**config.mk**
```make
export PLATFORM = sky130hd
export DESIGN_NAME = tdc_stream_rx
export DESIGN_NICKNAME = d
export VERILOG_FILES = /design/src/rtl/tdc_stream_rx.sv
export SDC_FILE = /design/constraint.sdc
export NUM_CORES = 1
export LEC_CHECK = 0
export CORE_MARGIN = 2
export CORE_UTILIZATION = 50
export CTS_BUF_LIST = sky130_fd_sc_hd__clkbuf_4 sky130_fd_sc_hd__clkbuf_8 sky130_fd_sc_hd__clkbuf_16
export DETAILED_ROUTE_END_ITERATION = 6
export MAX_ROUTING_LAYER = met4
export PLACE_DENSITY = 0.8
export SLEW_MARGIN = 5
export SYNTH_ARGS = -nofsm -noshare
export SYNTH_HDL_FRONTEND = slang
export SYNTH_SLANG_ARGS = --single-unit
```
**constraint.sdc**
```tcl
create_clock -name clk -period 2.3 [get_ports clk]
set_clock_uncertainty 0.2 [all_clocks]
set_input_delay 0.345 -clock clk [delete_from_list [all_inputs] [get_ports clk]]
set_output_delay 0.345 -clock clk [all_outputs]
set_load 0.05 [all_outputs]
```
**src/rtl/tdc_stream_rx.sv**
```systemverilog
// 8N1 UART receiver and record decoder for the TDC/MEMS serial stream.
// Emits one-cycle strobes for data, new-line and new-frame records on channels 1-6.
module tdc_stream_rx #(
    parameter int CLK_PER_BIT  = 50,
    parameter int TIMEOUT_BITS = 40
) (
    input  logic        clk,
    input  logic        rst_n,
    input  logic        rx,
    output logic        rec_valid,
    output logic [1:0]  rec_type,
    output logic [2:0]  rec_channel,
    output logic [23:0] rec_data,
    output logic        err_framing,
    output logic        err_header,
    output logic        err_timeout,
    output logic        busy
);
    localparam int CNT_W = $clog2(CLK_PER_BIT);
    localparam int LIMIT = TIMEOUT_BITS * CLK_PER_BIT;
    localparam int TMO_W = $clog2(LIMIT + 1);

    localparam logic [1:0] TYPE_DATA  = 2'd0;
    localparam logic [1:0] TYPE_LINE  = 2'd1;
    localparam logic [1:0] TYPE_FRAME = 2'd2;

    typedef enum logic [1:0] {U_IDLE, U_START, U_DATA, U_STOP} uart_state_t;
    typedef enum logic [1:0] {P_HDR, P_PAY0, P_PAY1, P_PAY2} parse_state_t;

    uart_state_t  uart_state;
    parse_state_t parse_state;

    logic             rx_meta, rx_sync, rx_prev;
    logic [CNT_W-1:0] bit_cnt;
    logic [2:0]       bit_idx;
    logic [7:0]       shift;
    logic [15:0]      pay_buf;
    logic [2:0]       pend_channel;
    logic [TMO_W-1:0] tmo_cnt;

    logic fall, half_end, bit_end, stop_sample, byte_ok, stop_err, hdr_ok;

    // Preset to 1 so reset release looks like an idle line, not a start edge.
    // NOTE: sequential state uses non-blocking assignments so every flop samples pre-edge values.
    always_ff @(posedge clk or negedge rst_n) begin
        if (!rst_n) begin
            rx_meta <= 1'b1;
            rx_sync <= 1'b1;
            rx_prev <= 1'b1;
        end else begin
            rx_meta <= rx;
            rx_sync <= rx_meta;
            rx_prev <= rx_sync;
        end
    end

    assign fall        = rx_prev & ~rx_sync;
    assign half_end    = (bit_cnt == CNT_W'(CLK_PER_BIT / 2 - 1));
    assign bit_end     = (bit_cnt == CNT_W'(CLK_PER_BIT - 1));
    assign stop_sample = (uart_state == U_STOP) && bit_end;
    assign byte_ok     = stop_sample & rx_sync;
    assign stop_err    = stop_sample & ~rx_sync;
    assign hdr_ok      = (shift[7:4] inside {4'hA, 4'hB, 4'hC}) &&
                         (shift[3:0] >= 4'd1) && (shift[3:0] <= 4'd6);

    always_ff @(posedge clk or negedge rst_n) begin
        if (!rst_n) begin
            uart_state <= U_IDLE;
            bit_cnt    <= '0;
            bit_idx    <= '0;
            shift      <= '0;
        end else begin
            case (uart_state)
                U_IDLE: begin
                    bit_cnt <= '0;
                    if (fall) uart_state <= U_START;
                end
                U_START: begin
                    if (half_end) begin
                        bit_cnt    <= '0;
                        bit_idx    <= '0;
                        uart_state <= rx_sync ? U_IDLE : U_DATA;
                    end else begin
                        bit_cnt <= bit_cnt + 1'b1;
                    end
                end
                U_DATA: begin
                    if (bit_end) begin
                        bit_cnt <= '0;
                        shift   <= {rx_sync, shift[7:1]};
                        if (bit_idx == 3'd7) uart_state <= U_STOP;
                        else                 bit_idx    <= bit_idx + 1'b1;
                    end else begin
                        bit_cnt <= bit_cnt + 1'b1;
                    end
                end
                U_STOP: begin
                    if (bit_end) begin
                        bit_cnt    <= '0;
                        uart_state <= U_IDLE;
                    end else begin
                        bit_cnt <= bit_cnt + 1'b1;
                    end
                end
                default: uart_state <= U_IDLE;
            endcase
        end
    end

    // Framing errors take priority; a delivered byte beats a coincident timeout.
    always_ff @(posedge clk or negedge rst_n) begin
        if (!rst_n) begin
            parse_state  <= P_HDR;
            rec_valid    <= 1'b0;
            rec_type     <= '0;
            rec_channel  <= '0;
            rec_data     <= '0;
            err_framing  <= 1'b0;
            err_header   <= 1'b0;
            err_timeout  <= 1'b0;
            pay_buf      <= '0;
            pend_channel <= '0;
            tmo_cnt      <= '0;
        end else begin
            rec_valid   <= 1'b0;
            err_framing <= 1'b0;
            err_header  <= 1'b0;
            err_timeout <= 1'b0;
            if (stop_err) begin
                err_framing <= 1'b1;
                parse_state <= P_HDR;
                tmo_cnt     <= '0;
            end else if (byte_ok) begin
                tmo_cnt <= '0;
                case (parse_state)
                    P_HDR: begin
                        if (!hdr_ok) begin
                            err_header <= 1'b1;
                        end else if (shift[7:4] == 4'hA) begin
                            pend_channel <= shift[2:0];
                            parse_state  <= P_PAY0;
                        end else begin
                            rec_valid   <= 1'b1;
                            rec_type    <= (shift[7:4] == 4'hB) ? TYPE_LINE : TYPE_FRAME;
                            rec_channel <= shift[2:0];
                            rec_data    <= '0;
                        end
                    end
                    P_PAY0: begin
                        pay_buf[15:8] <= shift;
                        parse_state   <= P_PAY1;
                    end
                    P_PAY1: begin
                        pay_buf[7:0] <= shift;
                        parse_state  <= P_PAY2;
                    end
                    P_PAY2: begin
                        rec_valid   <= 1'b1;
                        rec_type    <= TYPE_DATA;
                        rec_channel <= pend_channel;
                        rec_data    <= {pay_buf, shift};
                        parse_state <= P_HDR;
                    end
                    default: parse_state <= P_HDR;
                endcase
            end else if (parse_state != P_HDR) begin
                if (tmo_cnt == TMO_W'(LIMIT - 1)) begin
                    err_timeout <= 1'b1;
                    parse_state <= P_HDR;
                    tmo_cnt     <= '0;
                end else begin
                    tmo_cnt <= tmo_cnt + 1'b1;
                end
            end
        end
    end

    assign busy = (uart_state != U_IDLE) || (parse_state != P_HDR);

endmodule

```
== After elaboration in Yosys (flattened, before gate mapping) ==
Cells that the tools add are included.

* Reduce and logical (&&, ||, !) cells: 22
* Multiplexer cells: 49
* Equal/unequal tests: 23
* $lt $le $gt $ge: 2
* Add/sub/neg operators: 3
* Bitwise gates (word level): 5

{| class="wikitable"
|+ Operators with widths
! cell !! count
|-
| 2-to-1 mux 24 bit || 2
|-
| one-hot mux 24 bit (2 select lines) || 1
|-
| 2-to-1 mux 11 bit || 4
|-
| 2-to-1 mux 2 bit || 15
|-
| one-hot mux 6 bit (3 select lines) || 1
|-
| != test 2 bit (second input constant) || 8
|-
| one-hot mux 2 bit (4 select lines) || 2
|-
| 2-to-1 mux 3 bit || 5
|-
| AND reduction 5 bit || 3
|-
| 2-to-1 mux 1 bit || 13
|-
| == test 4 bit (second input constant) || 3
|-
| 2-to-1 mux 6 bit || 2
|-
| one-hot mux 3 bit (2 select lines) || 2
|-
| adder 11 x 1 -> 11 bit (second input constant) || 1
|-
| == test 11 bit (second input constant) || 1
|-
| nonzero test 3 bit || 3
|-
| == test 2 bit (second input constant) || 4
|-
| != test 4 bit (second input constant) || 2
|-
| AND reduction 4 bit || 2
|-
| nonzero test 2 bit || 4
|-
| adder 6 x 1 -> 6 bit (second input constant) || 1
|-
| == test 6 x 5 -> 1 bit (second input constant) || 1
|-
| == test 6 bit (second input constant) || 1
|-
| AND reduction 3 bit || 2
|-
| 14 further kinds || 21
|}

* Output and inout bits: 34
* Bits in registers: 87
* Bits of input ports: 3
* Logic and storage cells: 123

== Longest topological paths before layout ==
* Depth in word-level cells: 8
* Gate-level depth with buffers: 9
* Depth with buffers taken out: 7

== Worst setup path before layout ==
Ideal clock, no wire load.

* Kind: reg2reg
* Start point: reg bit_cnt[1]
* End point: reg rec_type[0]
* Setup time: 0.134 ns
* Arrival: 1.906 ns
* Slack: 0.060 ns
* Buffers on the path: 2
* Period minus slack after synthesis: 2.240 ns
* Data required time: 1.966 ns
* Cell stages (with the launch flop): 10
* Path through: dfrtp_1 -> inv_1 -> ha_1 -> nand4b_1 -> or3_4 -> a2111o_1 -> buf_6 -> buf_6 -> nand2_1 -> o31ai_2

* Word-level cells in the longest chain between the ends: 5
* Elaborated cells between the ends (all ways): 6
* Those cells by class: 1 x eq/ne; 3 x bitwise; 2 x reduce/logical

{| class="wikitable"
|+ Ends and longest elaborated chain
! element !! RTL line !! text
|-
| start, declared || 34 || <nowiki>logic [CNT_W-1:0] bit_cnt;</nowiki>
|-
| start signal, assigned || 84 || <nowiki>bit_cnt <= bit_cnt + 1'b1;</nowiki>
|-
| start signal, assigned || 94 || <nowiki>bit_cnt <= bit_cnt + 1'b1;</nowiki>
|-
| start signal, assigned || 102 || <nowiki>bit_cnt <= bit_cnt + 1'b1;</nowiki>
|-
| == test 6 bit * || 59 || <nowiki>assign bit_end = (bit_cnt == CNT_W'(CLK_PER_BIT - 1));</nowiki>
|-
| logical AND 1 bit * || 60 || <nowiki>assign stop_sample = (uart_state == U_STOP) && bit_end;</nowiki>
|-
| AND 1 bit || 62 || <nowiki>assign stop_err = stop_sample & ~rx_sync;</nowiki>
|-
| NOT 1 bit (no source line) || -- ||
|-
| AND reduction 5 bit (no source line) * || -- ||
|-
| end signal, assigned || 144 || <nowiki>rec_type <= (shift[7:4] == 4'hB) ? TYPE_LINE : TYPE_FRAME;</nowiki>
|-
| end, declared || 11 || <nowiki>output logic [1:0] rec_type,</nowiki>
|}

Every way passes the cells marked *; elsewhere a longest branch is shown, timed or not.
A chain may end at the register's enable or synchronous reset.

== Final worst setup path ==
* Start point: reg parse_state[1]
* End point: out busy

* Word-level cells in the longest chain between the ends: 2

{| class="wikitable"
|+ Ends and longest elaborated chain
! element !! RTL line !! text
|-
| start, declared || 31 || <nowiki>parse_state_t parse_state;</nowiki>
|-
| start signal, assigned || 113 || <nowiki>parse_state <= P_HDR;</nowiki>
|-
| start signal, assigned || 131 || <nowiki>parse_state <= P_HDR;</nowiki>
|-
| start signal, assigned || 141 || <nowiki>parse_state <= P_PAY0;</nowiki>
|-
| nonzero test 2 bit || 178 || <nowiki>assign busy = (uart_state != U_IDLE) || (parse_state != P_HDR);</nowiki>
|-
| logical OR 1 bit || 178 ||
|-
| end, declared || 17 || <nowiki>output logic busy</nowiki>
|}

Every way passes these cells.

==> summary.txt <==
Detailed routing
  • Pre-antenna DRT Iters: 4
  • Number of vias after detailed routing: ~2800
  • Vias per cell: 5.33
  • Number of design-rule violations left by the first detailed-router iteration: 141
  • Total wirelength of the detailed-routed design: 8.16 mm
  • Wirelength per Cell: around 15 um
  • Final routed DRC violation total: 0
  • Post-route antenna net violation count: 0

Floorplan
  • Core footprint: 0.00761 mm^2
  • Initial Utilization: 50.9%
  • Cell row count: 32
  • Total I/O pin count: 37
  • Die footprint: 0.00847 mm^2
  • Die height: 92.0 um
  • Overall die width: 92.0 um

Power
  • Combinational power share: 13.6%
  • Worst IR Drop VDD: 0.558 mV
  • Power density over the cells: 664 mW/mm^2
  • Internal portion of total power: 2.40 mW
  • Static Leakage: ~2.2 nW
  • Switching share of power: 25.6%
  • Flop pwr share: 49.6%
  • Switching Power: around 830 uW
  • Clock network fraction of design power: 36.8%

CTS
  • TritonCTS clock tree: yes
  • Num CTS Buffers: 9
  • Worst-Skew Late Latency: 0.36 ns
  • Clock slew at the register clock pins of the worst setup and hold paths: 0.09 ns
  • Number of H-tree branching levels: 3
  • Number of sinks driven by the clock tree: 87
  • Buffer depth of the longest clock path: 2
  • Root Driver: clkbuf_8

GRT
  • Initial antenna violation count: 0
  • Maximum number of pins on one net before global-route repair: between 40 and 50
  • Vias in the first global route: 2744
  • Residual overflow from global routing: 0
  • Global-route wire length before repair: 13.3 mm
  • Total GRT Usage: 20.4%

Placed design
  • Port Buffer Count: 36
  • Post-detailed-placement half-perimeter wirelength: a little over 5 mm
  • Gpl congestion: 0.861

Critical path
  • Critical path launch point: parse_state[1]$_DFFE_PN0P_
  • Slowest stage cell on the critical path: dfrtp_1
  • Reg-to-reg critical path startpoint: bit_cnt[1]$_DFF_PN0_
  • Sequence of cells on the critical path: inv_2 -> ha_4 -> inv_1 -> buf_4 -> or3_4 -> buf_8
  • Category of the most critical setup path: flip-flop to primary output
  • Maximum net fanout on the critical path: 7
  • Buf+Inv Stages, Crit Path: 4
  • Worst setup SP type: flip-flop
  • Critical path capture point type: primary output
  • Largest delay share family, worst path: buffers and inverters
  • Data arrival time of the critical path: approximately 1.7 ns
  • Critical Path RT: 1.75 ns
  • Slowest cell delay on critical path: 0.42 ns

Synth
  • Synth Cell Area: 0.00387 mm^2
  • Synthesized netlist net count: roughly 370
  • Count of flip-flops with a built-in enable after synthesis: 0
  • Cells taking the most area after synthesis: dfrtp_1 54%, mux2_2 8.7%, nand2_1 6.6%
  • Async set or reset register ratio after synthesis: 100%
  • Syn Inst Count: 355
  • Most area-hungry cell type in the Yosys netlist: dfrtp_1
  • Flip-flop and latch count after synthesis: between 80 and 90
  • Proportion of netlist area held by the largest area contributor: 54.2%
  • Synthesized area per cell: 10.9 um^2
  • Most used flip-flop cell after synthesis: dfrtp_1
  • Synthesis warning total: 0
  • Count of unique library cells instantiated by Yosys: 49
  • Share of the yosys chip area belonging to registers: 56.3%

Status
  • Status: finished clean

Timing
  • Max Clk Rate: about 0.44 GHz
  • Final setup violation count: 0
  • Final Hold Vio Count: 0
  • Post-layout min period: 2.27 ns
  • Setup TNS: 0 ns
  • Count of final max-slew check failures: 0
  • Part of the cycle the worst path needs: 98.5%
  • Pin slew with the least headroom to its limit: 0.710 ns
  • Final Hold Slack: approximately 0.16 ns
  • Slew Limit Headroom: a little over half

Final layout
  • Layout overhead on the synthesized area: 25.4%
  • Most common cell after layout, fill and taps aside: dfrtp_1
  • Final-stage net count: 436
  • # diodes: 0
  • Most frequent cells in the layout: 84 x dfrtp_1, 68 x nand2_1, 34 x clkdlybuf4s50_1
  • Layout cell share with drive strength beyond 1: about 25%

Job
  • Number of max-capacitance violations reported: 0

Hold path
  • Worst min path class: flip-flop to flip-flop
  • Hold path startpoint: rx_meta$_DFF_PN1_
[path summary, 6_finish.rpt]
check | to | slack, ns | depth (start not counted)
worst min-delay path | rx_sync$_DFF_PN1_ | 0.16 | 0
worst max-delay path | busy | 0.03 | 6
worst min register to register | rx_sync$_DFF_PN1_ | 0.16 | 0
min in group asynchronous | rec_data[12]$_DFFE_PN0P_ | 0.21 | 2
max in group asynchronous | tmo_cnt[1]$_DFFE_PN0N_ | 1.08 | 3
worst max register to register | rec_type[1]$_DFFE_PN0P_ | 0.05 | 8
[cell usage after synthesis (2+ instances only)]
cell       n
or3_1      5
a21o_1     2
nand3_1   11
or3b_2     2
nor3_1     5
nand4_1    4
dfstp_2    3
ha_1      11
or2_2      2
clkbuf_1   7
a21oi_1    8
buf_6      3
o21ai_0   10
dfrtp_1   84
inv_1      5
mux2i_1    3
xor2_1     6
xnor2_1    3
buf_2      5
a22o_1     2
nor2_1    25
a31oi_1    2
nand2_1   68
nor2b_1    6
mux2_2    30
o21ai_1   19
clkbuf_2   2
[routing by layer]
metal	track usage, %	part of all wire (%)
met5	-	0
met3	3.29	3.8
met4	7.59	1.4
met1	26.2	43
met2	33.1	51
[worst register-to-register path, delay by kind of cell, from the launching register on]
| kind | cells | cell delay (ns) |
|---|---|---|
| and+or+nand+nor | 3 | 0.66 |
| AOI/OAI and AO/OA | 2 | 0.52 |
| DFF | 1 | 0.41 |
| adders and majority gates | 1 | 0.13 |
| buffers and inverters | 2 | 0.28 |
[state kept, by name (all words and copies together) (netlist names), named ones only]
register,flops
rec_data,24
pay_buf,16
tmo_cnt,11
shift,8
bit_cnt,6
bit_idx,3
pend_channel,3
rec_channel,3
parse_state,2
rec_type,2
err_framing,1
err_header,1
err_timeout,1
rec_valid,1
rx_meta,1
rx_prev,1
rx_sync,1
uart_state,1
[layout make-up]
type,count,area (um^2)
multi-input combinational,247,1640
timing repair buffer,72,664
tap,102,128
fill,598,2750
sequential,87,2180
clock inverter,6,92.6
inverter,5,18.8
clock buffer,10,131
[power groups by stage]
stage	logic (mW)	clock network [mW]	registers (mW)
global placement	0.340	0	1.62
floorplan	0.215	0	1.62
global route	0.477	1.27	1.61
CTS	0.390	1.21	1.59
detailed placement	0.348	0	1.62
finish	0.438	1.19	1.60
[through the flow]
step	setup WS [ns]	std cells	total power, mW	util, %	area, um^2
after global placement	0.0608	499	1.96	58.6	4460
after floorplan	0.0597	355	1.83	-	3870
after CTS	-0.0140	520	3.19	62.7	4770
after detailed placement	-0.0225	499	1.97	58.6	4460
after global routing	-0.0200	529	3.35	63.9	4860
final	0.0339	529	3.23	63.9	4860
[kinds of logic after synthesis]
kind of cell             share of synthesized area, %
adder cells (fa/ha/maj)                          3.55
XOR/XNOR                                         2.03
AND/OR/NAND/NOR                                  17.7
AO/OA/AOI/OAI                                    8.01
buffers and inverters                            2.94
multiplexers                                     9.49
flip-flops                                       56.3
[what timing repair did]
item,in CTS,in global routing
setup buffers,3,9
endpoints found under the hold margin,48,0
cloned,1,1
pin swaps,1,4
endpoints found under the setup margin,17,44
hold buffers,1,0
gates resized for setup,9,16
(Power assumes the default switching activity.)
